<file path="config.mk">
export PLATFORM = sky130hd
export DESIGN_NAME = cmd_trigger_gate_flat
export DESIGN_NICKNAME = d
export VERILOG_FILES = /design/src/rtl/cmd_trigger_gate_pkg.sv /design/src/rtl/cmd_trigger_gate_if.sv /design/src/rtl/cmd_trigger_gate_sync.sv /design/src/rtl/cmd_trigger_gate.sv /design/src/flat_wrapper.sv
export SDC_FILE = /design/constraint.sdc
export NUM_CORES = 1
export LEC_CHECK = 0
export CAP_MARGIN = 20
export CORE_MARGIN = 5
export CORE_UTILIZATION = 47
export CTS_BUF_LIST = sky130_fd_sc_hd__clkbuf_4
export DETAILED_ROUTE_END_ITERATION = 8
export HOLD_SLACK_MARGIN = 0.02
export MAX_ROUTING_LAYER = met4
export PLACE_DENSITY = 0.87
export RECOVER_POWER = 25
export SETUP_SLACK_MARGIN = 0.05
export SLEW_MARGIN = 10
export SYNTH_ARGS = -nofsm -noshare
export SYNTH_HDL_FRONTEND = slang
export SYNTH_SLANG_ARGS = --single-unit
</file>
<file path="constraint.sdc">
create_clock -name CMD_CLK -period 3.2 [get_ports CMD_CLK]
set_input_delay 0.48 -clock CMD_CLK [delete_from_list [all_inputs] [get_ports CMD_CLK]]
set_output_delay 0.48 -clock CMD_CLK [all_outputs]
set_load 0.02 [all_outputs]
</file>
<file path="src/rtl/cmd_trigger_gate_pkg.sv">
`default_nettype none
// +----------------------------------------------------------------------+
// | Module   : cmd_trigger_gate_pkg                                      |
// | Brief    : Shared types and default widths for the trigger gate.     |
// | Revision : 1.0 - initial release                                     |
// +----------------------------------------------------------------------+
package cmd_trigger_gate_pkg;

  localparam int DEF_DELAY_WIDTH = 8;
  localparam int DEF_DEAD_WIDTH  = 8;
  localparam int DEF_CNT_WIDTH   = 16;

  typedef enum logic [1:0] {
    ST_IDLE  = 2'd0,
    ST_DELAY = 2'd1,
    ST_FIRE  = 2'd2,
    ST_DEAD  = 2'd3
  } trig_state_t;

  // Width of the shared delay/dead-time counter.
  function automatic int max_width(input int a, input int b);
    return (a > b) ? a : b;
  endfunction

endpackage
`default_nettype wire

</file>
<file path="src/rtl/cmd_trigger_gate_if.sv">
`default_nettype none
// +----------------------------------------------------------------------+
// | Module   : cmd_trigger_gate_if                                       |
// | Brief    : Trigger, gating, configuration and status bundle between  |
// |            the sequencer side (master) and the trigger gate (slave). |
// | Revision : 1.0 - initial release                                     |
// +----------------------------------------------------------------------+
interface cmd_trigger_gate_if import cmd_trigger_gate_pkg::*; #(
  parameter int DELAY_WIDTH = DEF_DELAY_WIDTH,
  parameter int DEAD_WIDTH  = DEF_DEAD_WIDTH,
  parameter int CNT_WIDTH   = DEF_CNT_WIDTH
);
  logic                   TRIGGER_IN;
  logic                   TRIG_INVERT;
  logic [DELAY_WIDTH-1:0] TRIG_DELAY;
  logic [DEAD_WIDTH-1:0]  TRIG_DEAD_TIME;
  logic                   CMD_EXT_START_ENABLE;
  logic                   CMD_READY;
  logic                   CNT_CLR;
  logic                   CMD_EXT_START_FLAG;
  logic                   TRIG_BUSY;
  logic [CNT_WIDTH-1:0]   TRIG_ACCEPT_CNT;
  logic [CNT_WIDTH-1:0]   TRIG_VETO_CNT;

  modport master (
    output TRIGGER_IN, TRIG_INVERT, TRIG_DELAY, TRIG_DEAD_TIME,
           CMD_EXT_START_ENABLE, CMD_READY, CNT_CLR,
    input  CMD_EXT_START_FLAG, TRIG_BUSY, TRIG_ACCEPT_CNT, TRIG_VETO_CNT
  );

  modport slave (
    input  TRIGGER_IN, TRIG_INVERT, TRIG_DELAY, TRIG_DEAD_TIME,
           CMD_EXT_START_ENABLE, CMD_READY, CNT_CLR,
    output CMD_EXT_START_FLAG, TRIG_BUSY, TRIG_ACCEPT_CNT, TRIG_VETO_CNT
  );
endinterface
`default_nettype wire

</file>
<file path="src/rtl/cmd_trigger_gate_sync.sv">
`default_nettype none
// +----------------------------------------------------------------------+
// | Module   : cmd_trigger_sync                                          |
// | Brief    : Polarity select, 2-FF synchroniser, history register and  |
// |            single-cycle active-edge detect for the external trigger. |
// | Revision : 1.0 - initial release                                     |
// +----------------------------------------------------------------------+
module cmd_trigger_sync (
  input  logic clk,
  input  logic rst_n,
  input  logic i_trigger,
  input  logic i_invert,
  output logic o_edge
);
  logic w_trig_pol;
  logic r_s1;
  logic r_s2;
  logic r_s3;

  assign w_trig_pol = i_trigger ^ i_invert;

  // Synchronise the polarity-corrected trigger and keep one cycle of history.
  always_ff @(posedge clk or negedge rst_n) begin
    if (!rst_n) begin
      r_s1 <= 1'b0;
      r_s2 <= 1'b0;
      r_s3 <= 1'b0;
    end else begin
      r_s1 <= w_trig_pol;
      r_s2 <= r_s1;
      r_s3 <= r_s2;
    end
  end

  // A low history register at reset release lets an already-active input count as an edge.
  assign o_edge = r_s2 & ~r_s3;

endmodule
`default_nettype wire

</file>
<file path="src/rtl/cmd_trigger_gate.sv">
`default_nettype none
// +----------------------------------------------------------------------+
// | Module   : cmd_trigger_gate                                          |
// | Brief    : External trigger conditioner: edge detect, programmable   |
// |            delay and dead time, gating by enable/ready, one-cycle    |
// |            start flag, accepted/vetoed event counters.               |
// | Config   : CMD_TRIG_COUNTERS_EN - define to build the event counters;|
// |            undefined ties both counts to 0 and ignores CNT_CLR.      |
// | Revision : 1.0 - initial release                                     |
// +----------------------------------------------------------------------+
module cmd_trigger_gate import cmd_trigger_gate_pkg::*; #(
  parameter int DELAY_WIDTH = DEF_DELAY_WIDTH,
  parameter int DEAD_WIDTH  = DEF_DEAD_WIDTH,
  parameter int CNT_WIDTH   = DEF_CNT_WIDTH
) (
  input logic               CMD_CLK,
  input logic               CMD_RST_N,
  cmd_trigger_gate_if.slave bus
);
  localparam int TMR_WIDTH = max_width(DELAY_WIDTH, DEAD_WIDTH);

  trig_state_t          r_state;
  trig_state_t          w_next_state;
  logic [TMR_WIDTH-1:0] r_timer;
  logic [TMR_WIDTH-1:0] w_delay_load;
  logic [TMR_WIDTH-1:0] w_dead_load;
  logic                 w_trig_edge;
  logic                 w_load_delay;
  logic                 w_load_dead;
  logic                 w_acc_inc;
  logic                 w_veto_inc;
  logic                 w_flag_d;
  logic                 w_busy_d;
  logic                 r_flag;
  logic                 r_busy;

  cmd_trigger_sync u_sync (
    .clk       (CMD_CLK),
    .rst_n     (CMD_RST_N),
    .i_trigger (bus.TRIGGER_IN),
    .i_invert  (bus.TRIG_INVERT),
    .o_edge    (w_trig_edge)
  );

  // Counter preload is N-1 because the transition happens on the cycle the counter reads 0.
  assign w_delay_load = TMR_WIDTH'(bus.TRIG_DELAY) - TMR_WIDTH'(1);
  assign w_dead_load  = TMR_WIDTH'(bus.TRIG_DEAD_TIME) - TMR_WIDTH'(1);

  // State register.
  always_ff @(posedge CMD_CLK or negedge CMD_RST_N) begin
    if (!CMD_RST_N) begin
      r_state <= ST_IDLE;
    end else begin
      r_state <= w_next_state;
    end
  end

  // Next-state, counter-load and event decode.
  always_comb begin
    w_next_state = r_state;
    w_load_delay = 1'b0;
    w_load_dead  = 1'b0;
    w_acc_inc    = 1'b0;
    w_veto_inc   = 1'b0;
    case (r_state)
      ST_IDLE: begin
        if (w_trig_edge) begin
          if (bus.CMD_EXT_START_ENABLE && bus.CMD_READY) begin
            w_acc_inc = 1'b1;
            if (bus.TRIG_DELAY == '0) begin
              w_next_state = ST_FIRE;
            end else begin
              w_next_state = ST_DELAY;
              w_load_delay = 1'b1;
            end
          end else begin
            w_veto_inc = 1'b1;
          end
        end
      end
      ST_DELAY: begin
        w_veto_inc = w_trig_edge;
        // Losing the enable abandons the pending start; the accept count stays.
        if (!bus.CMD_EXT_START_ENABLE) begin
          w_next_state = ST_IDLE;
        end else if (r_timer == '0) begin
          w_next_state = ST_FIRE;
        end
      end
      ST_FIRE: begin
        w_veto_inc = w_trig_edge;
        if (bus.TRIG_DEAD_TIME == '0) begin
          w_next_state = ST_IDLE;
        end else begin
          w_next_state = ST_DEAD;
          w_load_dead  = 1'b1;
        end
      end
      ST_DEAD: begin
        w_veto_inc = w_trig_edge;
        if (r_timer == '0) begin
          w_next_state = ST_IDLE;
        end
      end
      default: begin
        w_next_state = ST_IDLE;
      end
    endcase
  end

  // Output decode from the next state so the registered outputs align with the state.
  always_comb begin
    w_flag_d = (w_next_state == ST_FIRE);
    w_busy_d = (w_next_state != ST_IDLE);
  end

  // Registered outputs.
  always_ff @(posedge CMD_CLK or negedge CMD_RST_N) begin
    if (!CMD_RST_N) begin
      r_flag <= 1'b0;
      r_busy <= 1'b0;
    end else begin
      r_flag <= w_flag_d;
      r_busy <= w_busy_d;
    end
  end

  // Shared delay / dead-time down-counter.
  always_ff @(posedge CMD_CLK or negedge CMD_RST_N) begin
    if (!CMD_RST_N) begin
      r_timer <= '0;
    end else if (w_load_delay) begin
      r_timer <= w_delay_load;
    end else if (w_load_dead) begin
      r_timer <= w_dead_load;
    end else if ((r_state == ST_DELAY || r_state == ST_DEAD) && r_timer != '0) begin
      r_timer <= r_timer - TMR_WIDTH'(1);
    end
  end

  assign bus.CMD_EXT_START_FLAG = r_flag;
  assign bus.TRIG_BUSY          = r_busy;

`ifdef CMD_TRIG_COUNTERS_EN
  logic [CNT_WIDTH-1:0] r_accept_cnt;
  logic [CNT_WIDTH-1:0] r_veto_cnt;

  // Saturating event counters; a clear wins over a same-cycle increment.
  always_ff @(posedge CMD_CLK or negedge CMD_RST_N) begin
    if (!CMD_RST_N) begin
      r_accept_cnt <= '0;
      r_veto_cnt   <= '0;
    end else if (bus.CNT_CLR) begin
      r_accept_cnt <= '0;
      r_veto_cnt   <= '0;
    end else begin
      if (w_acc_inc && (r_accept_cnt != '1)) begin
        r_accept_cnt <= r_accept_cnt + CNT_WIDTH'(1);
      end
      if (w_veto_inc && (r_veto_cnt != '1)) begin
        r_veto_cnt <= r_veto_cnt + CNT_WIDTH'(1);
      end
    end
  end

  assign bus.TRIG_ACCEPT_CNT = r_accept_cnt;
  assign bus.TRIG_VETO_CNT   = r_veto_cnt;
`else
  logic w_cnt_unused;

  assign w_cnt_unused        = bus.CNT_CLR | w_acc_inc | w_veto_inc;
  assign bus.TRIG_ACCEPT_CNT = '0;
  assign bus.TRIG_VETO_CNT   = '0;
`endif

endmodule
`default_nettype wire

</file>
<file path="src/flat_wrapper.sv">
// flat-port wrapper written by rule: the top's interface ports become plain ports
module cmd_trigger_gate_flat import cmd_trigger_gate_pkg::*;
#(
  parameter int DELAY_WIDTH = DEF_DELAY_WIDTH,
  parameter int DEAD_WIDTH  = DEF_DEAD_WIDTH,
  parameter int CNT_WIDTH   = DEF_CNT_WIDTH
)
  (CMD_CLK, CMD_RST_N, bus_TRIGGER_IN, bus_TRIG_INVERT, bus_TRIG_DELAY, bus_TRIG_DEAD_TIME, bus_CMD_EXT_START_ENABLE, bus_CMD_READY, bus_CNT_CLR, bus_CMD_EXT_START_FLAG, bus_TRIG_BUSY, bus_TRIG_ACCEPT_CNT, bus_TRIG_VETO_CNT);
  cmd_trigger_gate_if #(.DELAY_WIDTH(DELAY_WIDTH), .DEAD_WIDTH(DEAD_WIDTH), .CNT_WIDTH(CNT_WIDTH)) bus_i ();
  input logic CMD_CLK;
  input logic CMD_RST_N;
  input wire logic [$bits(bus_i.TRIGGER_IN)-1:0] bus_TRIGGER_IN;
  input wire logic [$bits(bus_i.TRIG_INVERT)-1:0] bus_TRIG_INVERT;
  input wire logic [$bits(bus_i.TRIG_DELAY)-1:0] bus_TRIG_DELAY;
  input wire logic [$bits(bus_i.TRIG_DEAD_TIME)-1:0] bus_TRIG_DEAD_TIME;
  input wire logic [$bits(bus_i.CMD_EXT_START_ENABLE)-1:0] bus_CMD_EXT_START_ENABLE;
  input wire logic [$bits(bus_i.CMD_READY)-1:0] bus_CMD_READY;
  input wire logic [$bits(bus_i.CNT_CLR)-1:0] bus_CNT_CLR;
  output wire logic [$bits(bus_i.CMD_EXT_START_FLAG)-1:0] bus_CMD_EXT_START_FLAG;
  output wire logic [$bits(bus_i.TRIG_BUSY)-1:0] bus_TRIG_BUSY;
  output wire logic [$bits(bus_i.TRIG_ACCEPT_CNT)-1:0] bus_TRIG_ACCEPT_CNT;
  output wire logic [$bits(bus_i.TRIG_VETO_CNT)-1:0] bus_TRIG_VETO_CNT;
  assign bus_i.TRIGGER_IN = bus_TRIGGER_IN;
  assign bus_i.TRIG_INVERT = bus_TRIG_INVERT;
  assign bus_i.TRIG_DELAY = bus_TRIG_DELAY;
  assign bus_i.TRIG_DEAD_TIME = bus_TRIG_DEAD_TIME;
  assign bus_i.CMD_EXT_START_ENABLE = bus_CMD_EXT_START_ENABLE;
  assign bus_i.CMD_READY = bus_CMD_READY;
  assign bus_i.CNT_CLR = bus_CNT_CLR;
  assign bus_CMD_EXT_START_FLAG = bus_i.CMD_EXT_START_FLAG;
  assign bus_TRIG_BUSY = bus_i.TRIG_BUSY;
  assign bus_TRIG_ACCEPT_CNT = bus_i.TRIG_ACCEPT_CNT;
  assign bus_TRIG_VETO_CNT = bus_i.TRIG_VETO_CNT;
  cmd_trigger_gate #(.DELAY_WIDTH(DELAY_WIDTH), .DEAD_WIDTH(DEAD_WIDTH), .CNT_WIDTH(CNT_WIDTH)) u_core (.CMD_CLK(CMD_CLK), .CMD_RST_N(CMD_RST_N), .bus(bus_i));
endmodule
</file>
### Word level (Yosys, flattened, before mapping)

Cells that the tools add are included.

| cells by class | value |
|---|---|
| add/subtract/negate cells | 3 |
| bitwise operators | 3 |
| reduce and logical (&&, ||, !) cells | 10 |
| multiplexer cells | 17 |
| equal/unequal tests | 4 |

Operators by type and width:

| kind | count |
|---|---|
| 8-bit zero test | 3 |
| 8-bit 2-to-1 mux | 3 |
| 8-bit by 1-bit subtractor with 8-bit output (second input constant) | 3 |
| 2-bit 2-to-1 mux | 7 |
| 2-bit case mux with 4 select lines | 1 |
| 8-bit nonzero test | 1 |
| 2-bit equality test (second input constant) | 3 |
| 1-bit 2-to-1 mux | 6 |
| 3-bit nonzero test | 1 |
| 2-bit by 1-bit equality test with 1-bit output (second input constant) | 1 |
| 1-bit logical AND | 2 |
| 2-bit zero test | 1 |
| 2-bit nonzero test | 1 |
| 1-bit bitwise AND | 1 |
| 1-bit logical OR | 1 |
| 1-bit NOT | 1 |
| 1-bit bitwise XOR | 1 |

| word-level totals | value |
|---|---|
| flip-flop bits (word level) | 15 |
| word-level logic and storage cells | 44 |
| bits of input ports | 23 |

### Logic depth before layout (Yosys ltp)

| logic depth | value |
|---|---|
| depth in word-level cells | 6 |
| depth in mapped cells | 9 |
| mapped depth without buffers | 7 |

### Modules after synthesis

Synthesis repeated with hierarchy kept, for this count alone.

| unflattened totals | value |
|---|---|
| cell total of the unflattened synthesis | 125 |
| area total of the unflattened synthesis | 1,196.1 um2 |

Modules (own cells, without submodules):

| module | area an instance (um2) | instances | cells each | seq. area each (um2) |
|---|---|---|---|---|
| cmd_trigger_gate | 1,106.1 | 1 | 120 | 300.3 |
| cmd_trigger_sync | 90.1 | 1 | 5 | 75.1 |

### Worst setup path before layout

Ideal clock, no wire load.

| timing path | value |
|---|---|
| kind | input -> register |
| start point | input bus_TRIG_DEAD_TIME[3] |
| end point | register u_core.r_timer[2] |
| cell stages on the path | 6 |
| data required time | 3.118 ns |
| slack | 0.952 ns |
| buffers on the path | 0 |
| library setup time | 0.082 ns |
| arrival time | 2.167 ns |
| cell sequence | or4b_2 o221ai_1 mux2i_2 ha_1 or3_1 a31oi_1 |

| on the way | value |
|---|---|
| cells in the longest elaborated chain, start to end | 5 |

RTL lines:

| what | RTL line | text |
|---|---|---|
| from (decl) | flat_wrapper.sv:15 | `input wire logic [$bits(bus_i.TRIG_DEAD_TIME)-1:0] bus_TRIG_DEAD_TIME;` |
| 8-bit zero test (*) | cmd_trigger_gate.sv:92 | `if (bus.TRIG_DEAD_TIME == '0) begin` |
| 1-bit 2-to-1 mux (*) | cmd_trigger_gate.sv:92 |  |
| 1-bit 2-to-1 mux (*) | cmd_trigger_gate.sv:65 | `case (r_state)` |
| 8-bit 2-to-1 mux | cmd_trigger_gate.sv:134 | `end else if (w_load_dead) begin` |
| 8-bit 2-to-1 mux | cmd_trigger_gate.sv:132 | `end else if (w_load_delay) begin` |
| to (signal assigned) | cmd_trigger_gate.sv:133 | `r_timer <= w_delay_load;` |
| to (signal assigned) | cmd_trigger_gate.sv:135 | `r_timer <= w_dead_load;` |
| to (signal assigned) | cmd_trigger_gate.sv:137 | `r_timer <= r_timer - TMR_WIDTH'(1);` |
| to (decl) | cmd_trigger_gate.sv:24 | `logic [TMR_WIDTH-1:0] r_timer;` |

Mark *: on every way between the ends. The rest lies on a longest branch, timed or not.
A chain may end at the register's enable or synchronous reset.

### Worst setup path after layout

| timing path | value |
|---|---|
| start point | input bus_TRIG_DELAY[4] |
| end point | register u_core.r_timer[6] |

| on the way | value |
|---|---|
| cells in the longest elaborated chain, start to end | 6 |

RTL lines:

| what | RTL line | text |
|---|---|---|
| from (decl) | flat_wrapper.sv:14 | `input wire logic [$bits(bus_i.TRIG_DELAY)-1:0] bus_TRIG_DELAY;` |
| 8-bit zero test | cmd_trigger_gate.sv:70 | `if (bus.TRIG_DELAY == '0) begin` |
| 1-bit 2-to-1 mux | cmd_trigger_gate.sv:70 |  |
| 1-bit 2-to-1 mux | cmd_trigger_gate.sv:68 | `if (bus.CMD_EXT_START_ENABLE && bus.CMD_READY) begin` |
| 1-bit 2-to-1 mux | cmd_trigger_gate.sv:67 | `if (w_trig_edge) begin` |
| 1-bit 2-to-1 mux | cmd_trigger_gate.sv:65 |  |
| 3-bit nonzero test (no line) / 8-bit 2-to-1 mux (equally long branches) | n/a |  |

Several ways; a longest one is shown, not always the timed one.

==> metrics.txt <==
# TYPE chip_impl_metric gauge
chip_impl_metric{name="synth_enable_flop_cells",unit=""} 0
chip_impl_metric{name="via_count_of_the_first_global_routing_pass",unit=""} 1025
chip_impl_metric{name="route.detailed.wl_per_inst",unit="um"} 14.5
chip_impl_metric{name="drive_gt1_frac",unit=""} 0.152
chip_impl_info{name="worst_path_max_delay_cell",value="sky130_fd_sc_hd__clkdlybuf4s50_1"} 1
chip_impl_metric{name="nNetsFinal",unit=""} 189
chip_impl_info{name="worst_r2r_startpoint",value="u_core.r_state[1]"} 1
chip_impl_metric{name="timing.critical_path.required",unit="ns"} 3.40
chip_impl_metric{name="share_clk_of_total_power",unit=""} 0.104
chip_impl_metric{name="synth-warning-count",unit=""} 0
chip_impl_info{name="timing.critical_path.cells",value="clkdlybuf4s50_1 -> nor4_2 -> a211o_4 -> mux2i_1 -> ha_1 -> o21ai_1 -> or3_1 -> a31oi_1"} 1
chip_impl_info{name="most_frequent_cell_after_synthesis",value="sky130_fd_sc_hd__buf_4"} 1
chip_impl_metric{name="max_slew.worst_pin.slew",unit="ns"} 0.648
chip_impl_metric{name="dp_hpwl",unit="mm"} 2.34
chip_impl_metric{name="hold_slack",unit="ns"} 0.363
chip_impl_metric{name="synthesis.instances",unit=""} 142
chip_impl_metric{name="numClockSinks",unit=""} 15
chip_impl_info{name="cp_top_family",value="simple AND/OR/NAND/NOR gates"} 1
chip_impl_metric{name="highest_net_fanout_along_the_worst_path",unit=""} 13
chip_impl_metric{name="cp.depth",unit=""} 8
chip_impl_metric{name="pwr-share-seq",unit=""} 0.293
chip_impl_metric{name="seq_area_frac_synth",unit=""} 0.278
chip_impl_metric{name="die_h",unit="um"} 63.6
chip_impl_info{name="synth_top_cells_by_count",value="sky130_fd_sc_hd__buf_4, sky130_fd_sc_hd__dfrtp_1, sky130_fd_sc_hd__nor2_1, sky130_fd_sc_hd__inv_1, sky130_fd_sc_hd__nand2_1"} 1
chip_impl_metric{name="groute.usage.overall",unit=""} 0.138
chip_impl_metric{name="hold_path_depth",unit=""} 0
chip_impl_info{name="start_kind",value="primary input"} 1
chip_impl_metric{name="switching_share",unit=""} 0.452
chip_impl_metric{name="fin_worst_skew",unit="ns"} 0.00140
chip_impl_metric{name="cts_h_tree_depth",unit=""} 1
chip_impl_info{name="hp-start",value="u_core.u_sync.r_s1"} 1
chip_impl_info{name="outcome",value="complete, no violations"} 1
chip_impl_metric{name="r2r_slack",unit="ns"} 0.69
chip_impl_metric{name="synth-async-reset-ratio",unit=""} 1.00
chip_impl_metric{name="cp_data_arrival_time",unit="ns"} 2.94
chip_impl_metric{name="detail_route.vias_per_cell",unit=""} 5.45
chip_impl_metric{name="multi_input_area",unit="um2"} 790
chip_impl_metric{name="cellLeakagePower",unit="nW"} 0.645
chip_impl_metric{name="irDropWorstVdd",unit="uV"} 376
chip_impl_metric{name="power-per-cell-area",unit="nW/um2"} 730
chip_impl_metric{name="final_setup_violations",unit=""} 0
chip_impl_metric{name="critical-path-max-stage-delay",unit="ns"} 0.47
chip_impl_metric{name="synth_cell_types",unit=""} 42
chip_impl_metric{name="total_switching_power",unit="W"} 0.000492
chip_impl_metric{name="core_area",unit="um2"} 2760
chip_impl_info{name="timing.hold.worst_endpoint",value="u_core.u_sync.r_s2"} 1
chip_impl_metric{name="routed_wl",unit="mm"} 2.84
chip_impl_metric{name="cts_buffer_depth",unit=""} 2
chip_impl_metric{name="yosys.area.top_type_share",unit=""} 0.278
chip_impl_metric{name="finalWorstPathRequiredPeriod",unit="ns"} 2.74
chip_impl_metric{name="fmax",unit="MHz"} 365
chip_impl_metric{name="fin_setup_tns",unit="ns"} 0
chip_impl_metric{name="synthesis.area",unit="um2"} 1350
chip_impl_metric{name="tritoncts_buffer_count",unit=""} 3
chip_impl_metric{name="start_util",unit=""} 0.490
chip_impl_metric{name="detail_route.iter0.violations",unit=""} 118
chip_impl_metric{name="cts.reportedPaths.clkPinSlew",unit="ns"} 0.08
chip_impl_metric{name="p_comb_frac",unit=""} 0.603
chip_impl_metric{name="detailedRoute.firstPassIterationCount",unit=""} 5
chip_impl_metric{name="slew_violations",unit=""} 0
chip_impl_info{name="worst_r2r_endpoint",value="u_core.r_timer[5]"} 1
chip_impl_metric{name="cts_resized",unit=""} 0
chip_impl_metric{name="finalHoldViolations",unit=""} 0
chip_impl_metric{name="die_w",unit="um"} 63.6
chip_impl_metric{name="seqCellArea",unit="um2"} 375
chip_impl_metric{name="grt_pass1_wl",unit="mm"} 4.40
chip_impl_info{name="post_synth_main_area_contributors",value="sky130_fd_sc_hd__dfrtp_1, sky130_fd_sc_hd__buf_4, sky130_fd_sc_hd__or4b_2, sky130_fd_sc_hd__o221ai_1, sky130_fd_sc_hd__mux2i_1"} 1
chip_impl_metric{name="drc_viols",unit=""} 0
chip_impl_metric{name="clk_latency",unit="ns"} 0.28
chip_impl_metric{name="area_growth_syn_to_layout",unit="%"} 10.2
chip_impl_info{name="end_kind",value="register"} 1
chip_impl_info{name="hp-class",value="register to register"} 1
chip_impl_info{name="worst-setup-path-type",value="primary input to register"} 1
chip_impl_metric{name="reg2reg_depth",unit=""} 6
chip_impl_info{name="cts_tree",value="done"} 1
chip_impl_metric{name="postRouteAntennaNets",unit=""} 0
chip_impl_metric{name="period_share",unit=""} 0.856
chip_impl_info{name="post-synth-top-area-cell",value="sky130_fd_sc_hd__dfrtp_1"} 1
chip_impl_metric{name="max_cap_violations",unit=""} 0
chip_impl_metric{name="p_int",unit="W"} 0.000596
chip_impl_metric{name="max_slew_headroom",unit=""} 0.567
chip_impl_metric{name="crit_buf_inv",unit=""} 1
chip_impl_metric{name="post-cts-setup-buffers",unit=""} 0
chip_impl_metric{name="fp-row-count",unit=""} 19
chip_impl_info{name="synth_top_flop_cell",value="sky130_fd_sc_hd__dfrtp_1"} 1
chip_impl_metric{name="total_of_flip_flops_plus_latches_after_synthesis",unit=""} 15
chip_impl_metric{name="vias",unit=""} 1062
chip_impl_info{name="setup_repair_after_global_routing_missed_its_margin",value="false"} 1
chip_impl_metric{name="antenna_cells",unit=""} 0
chip_impl_metric{name="maximum_number_of_pins_on_one_net_before_global_route_repair",unit=""} 16
chip_impl_metric{name="floorplan.io_pins",unit=""} 57
chip_impl_metric{name="gp_congestion",unit=""} 0.945
chip_impl_metric{name="filler_cell_count",unit=""} 244
chip_impl_metric{name="syn_avg_cell_area",unit="um2"} 9.52
chip_impl_info{name="clockRootBuffer",value="sky130_fd_sc_hd__clkbuf_4"} 1
chip_impl_metric{name="die_area",unit="um2"} 4050
chip_impl_metric{name="port-buffer-count",unit=""} 23
chip_impl_metric{name="grt_antenna_before_repair",unit=""} 0
chip_impl_metric{name="count_of_hold_buffers_inserted_by_post_cts_repair",unit=""} 0
chip_impl_metric{name="grt_remaining_overflow",unit=""} 0
## cells in the final DEF (no fill, tap or decap), drive strengths merged, types with 2 or more instances in the layout
cell,netlist,routed
conb,1,32
a31oi,2,2
nand2b,3,3
nor2,8,8
o221ai,5,5
dlygate4sd3,0,2
or4b,5,5
or4,5,5
clkdlybuf4s50,0,21
xnor2,2,2
nor4,2,2
dfrtp,15,15
nand3b,5,5
nand3,3,3
o21ai,8,8
clkbuf,1,4
a21oi,2,2
mux2i,6,6
o211ai,5,5
inv,7,7
or3,2,2
nand2,7,7
## cells by family after synthesis
family          count (synthesis)  share of synthesized area
compound gates                 29                      0.176
fa+ha+maj                       1                    0.00925
flops                          15                      0.278
mux                             6                     0.0564
buf+inv                        43                      0.225
simple gates                   44                      0.234
xor+xnor                        3                     0.0194
other cells                     1                    0.00277
## worst max-delay path by stage
stage	end	start	slack, ns
after floorplan	u_core.r_timer[2]	bus_TRIG_DEAD_TIME[3]	0.95
after global placement	u_core.r_timer[6]	bus_TRIG_DELAY[4]	0.30
after detailed placement	u_core.r_timer[6]	bus_TRIG_DELAY[4]	0.16
after CTS	u_core.r_timer[6]	bus_TRIG_DELAY[4]	0.44
after global routing	u_core.r_timer[6]	bus_TRIG_DELAY[4]	0.34
final	u_core.r_timer[6]	bus_TRIG_DELAY[4]	0.46
## per-stage QoR
step	std cells	total power, W	instance area (um2)	worst slack [ns]	utilization
2_1_floorplan	173	0.000853	1470	0.952	-
3_3_place_gp	191	0.000926	1460	0.298	0.529
3_5_place_dp	191	0.000968	1460	0.157	0.529
4_1_cts	195	0.00108	1490	0.445	0.540
5_1_grt	195	0.00117	1490	0.338	0.540
6_report	195	0.00109	1490	0.462	0.540
## per-layer routing
layer  up-vias  global-route usage  part of all wire
met5         -                   -                 0
met3         6              0.0249             0.094
met4         0              0.0727             0.017
met2        59               0.237              0.51
li1        498                   -                 -
met1       499               0.149              0.37
## final cells by class
type,instances,share of cell area
inverters,7,0.0176
multi-input cells,115,0.530
flip-flops and latches,15,0.252
clock buffers,4,0.0202
well taps,31,0.0260
repair buffers,23,0.154
## flip-flops by register name (all words and copies together) (netlist names)
| register | flops |
|---|---|
| u_core.r_timer | 8 |
| u_core.r_state | 2 |
| u_core.bus.CMD_EXT_START_FLAG | 1 |
| u_core.bus.TRIG_BUSY | 1 |
| u_core.u_sync.r_s1 | 1 |
| u_core.u_sync.r_s2 | 1 |
| u_core.u_sync.r_s3 | 1 |
## power by group through the flow
stage	Clock, W	Combinational, W	Sequential (W)
floorplan	0	0.000548	0.000305
global placement	0	0.000612	0.000314
detailed placement	0	0.000648	0.000320
CTS	0.000115	0.000651	0.000315
global route	0.000126	0.000716	0.000330
finish	0.000113	0.000656	0.000319
Note: power is estimated with default switching activity, not from simulation.
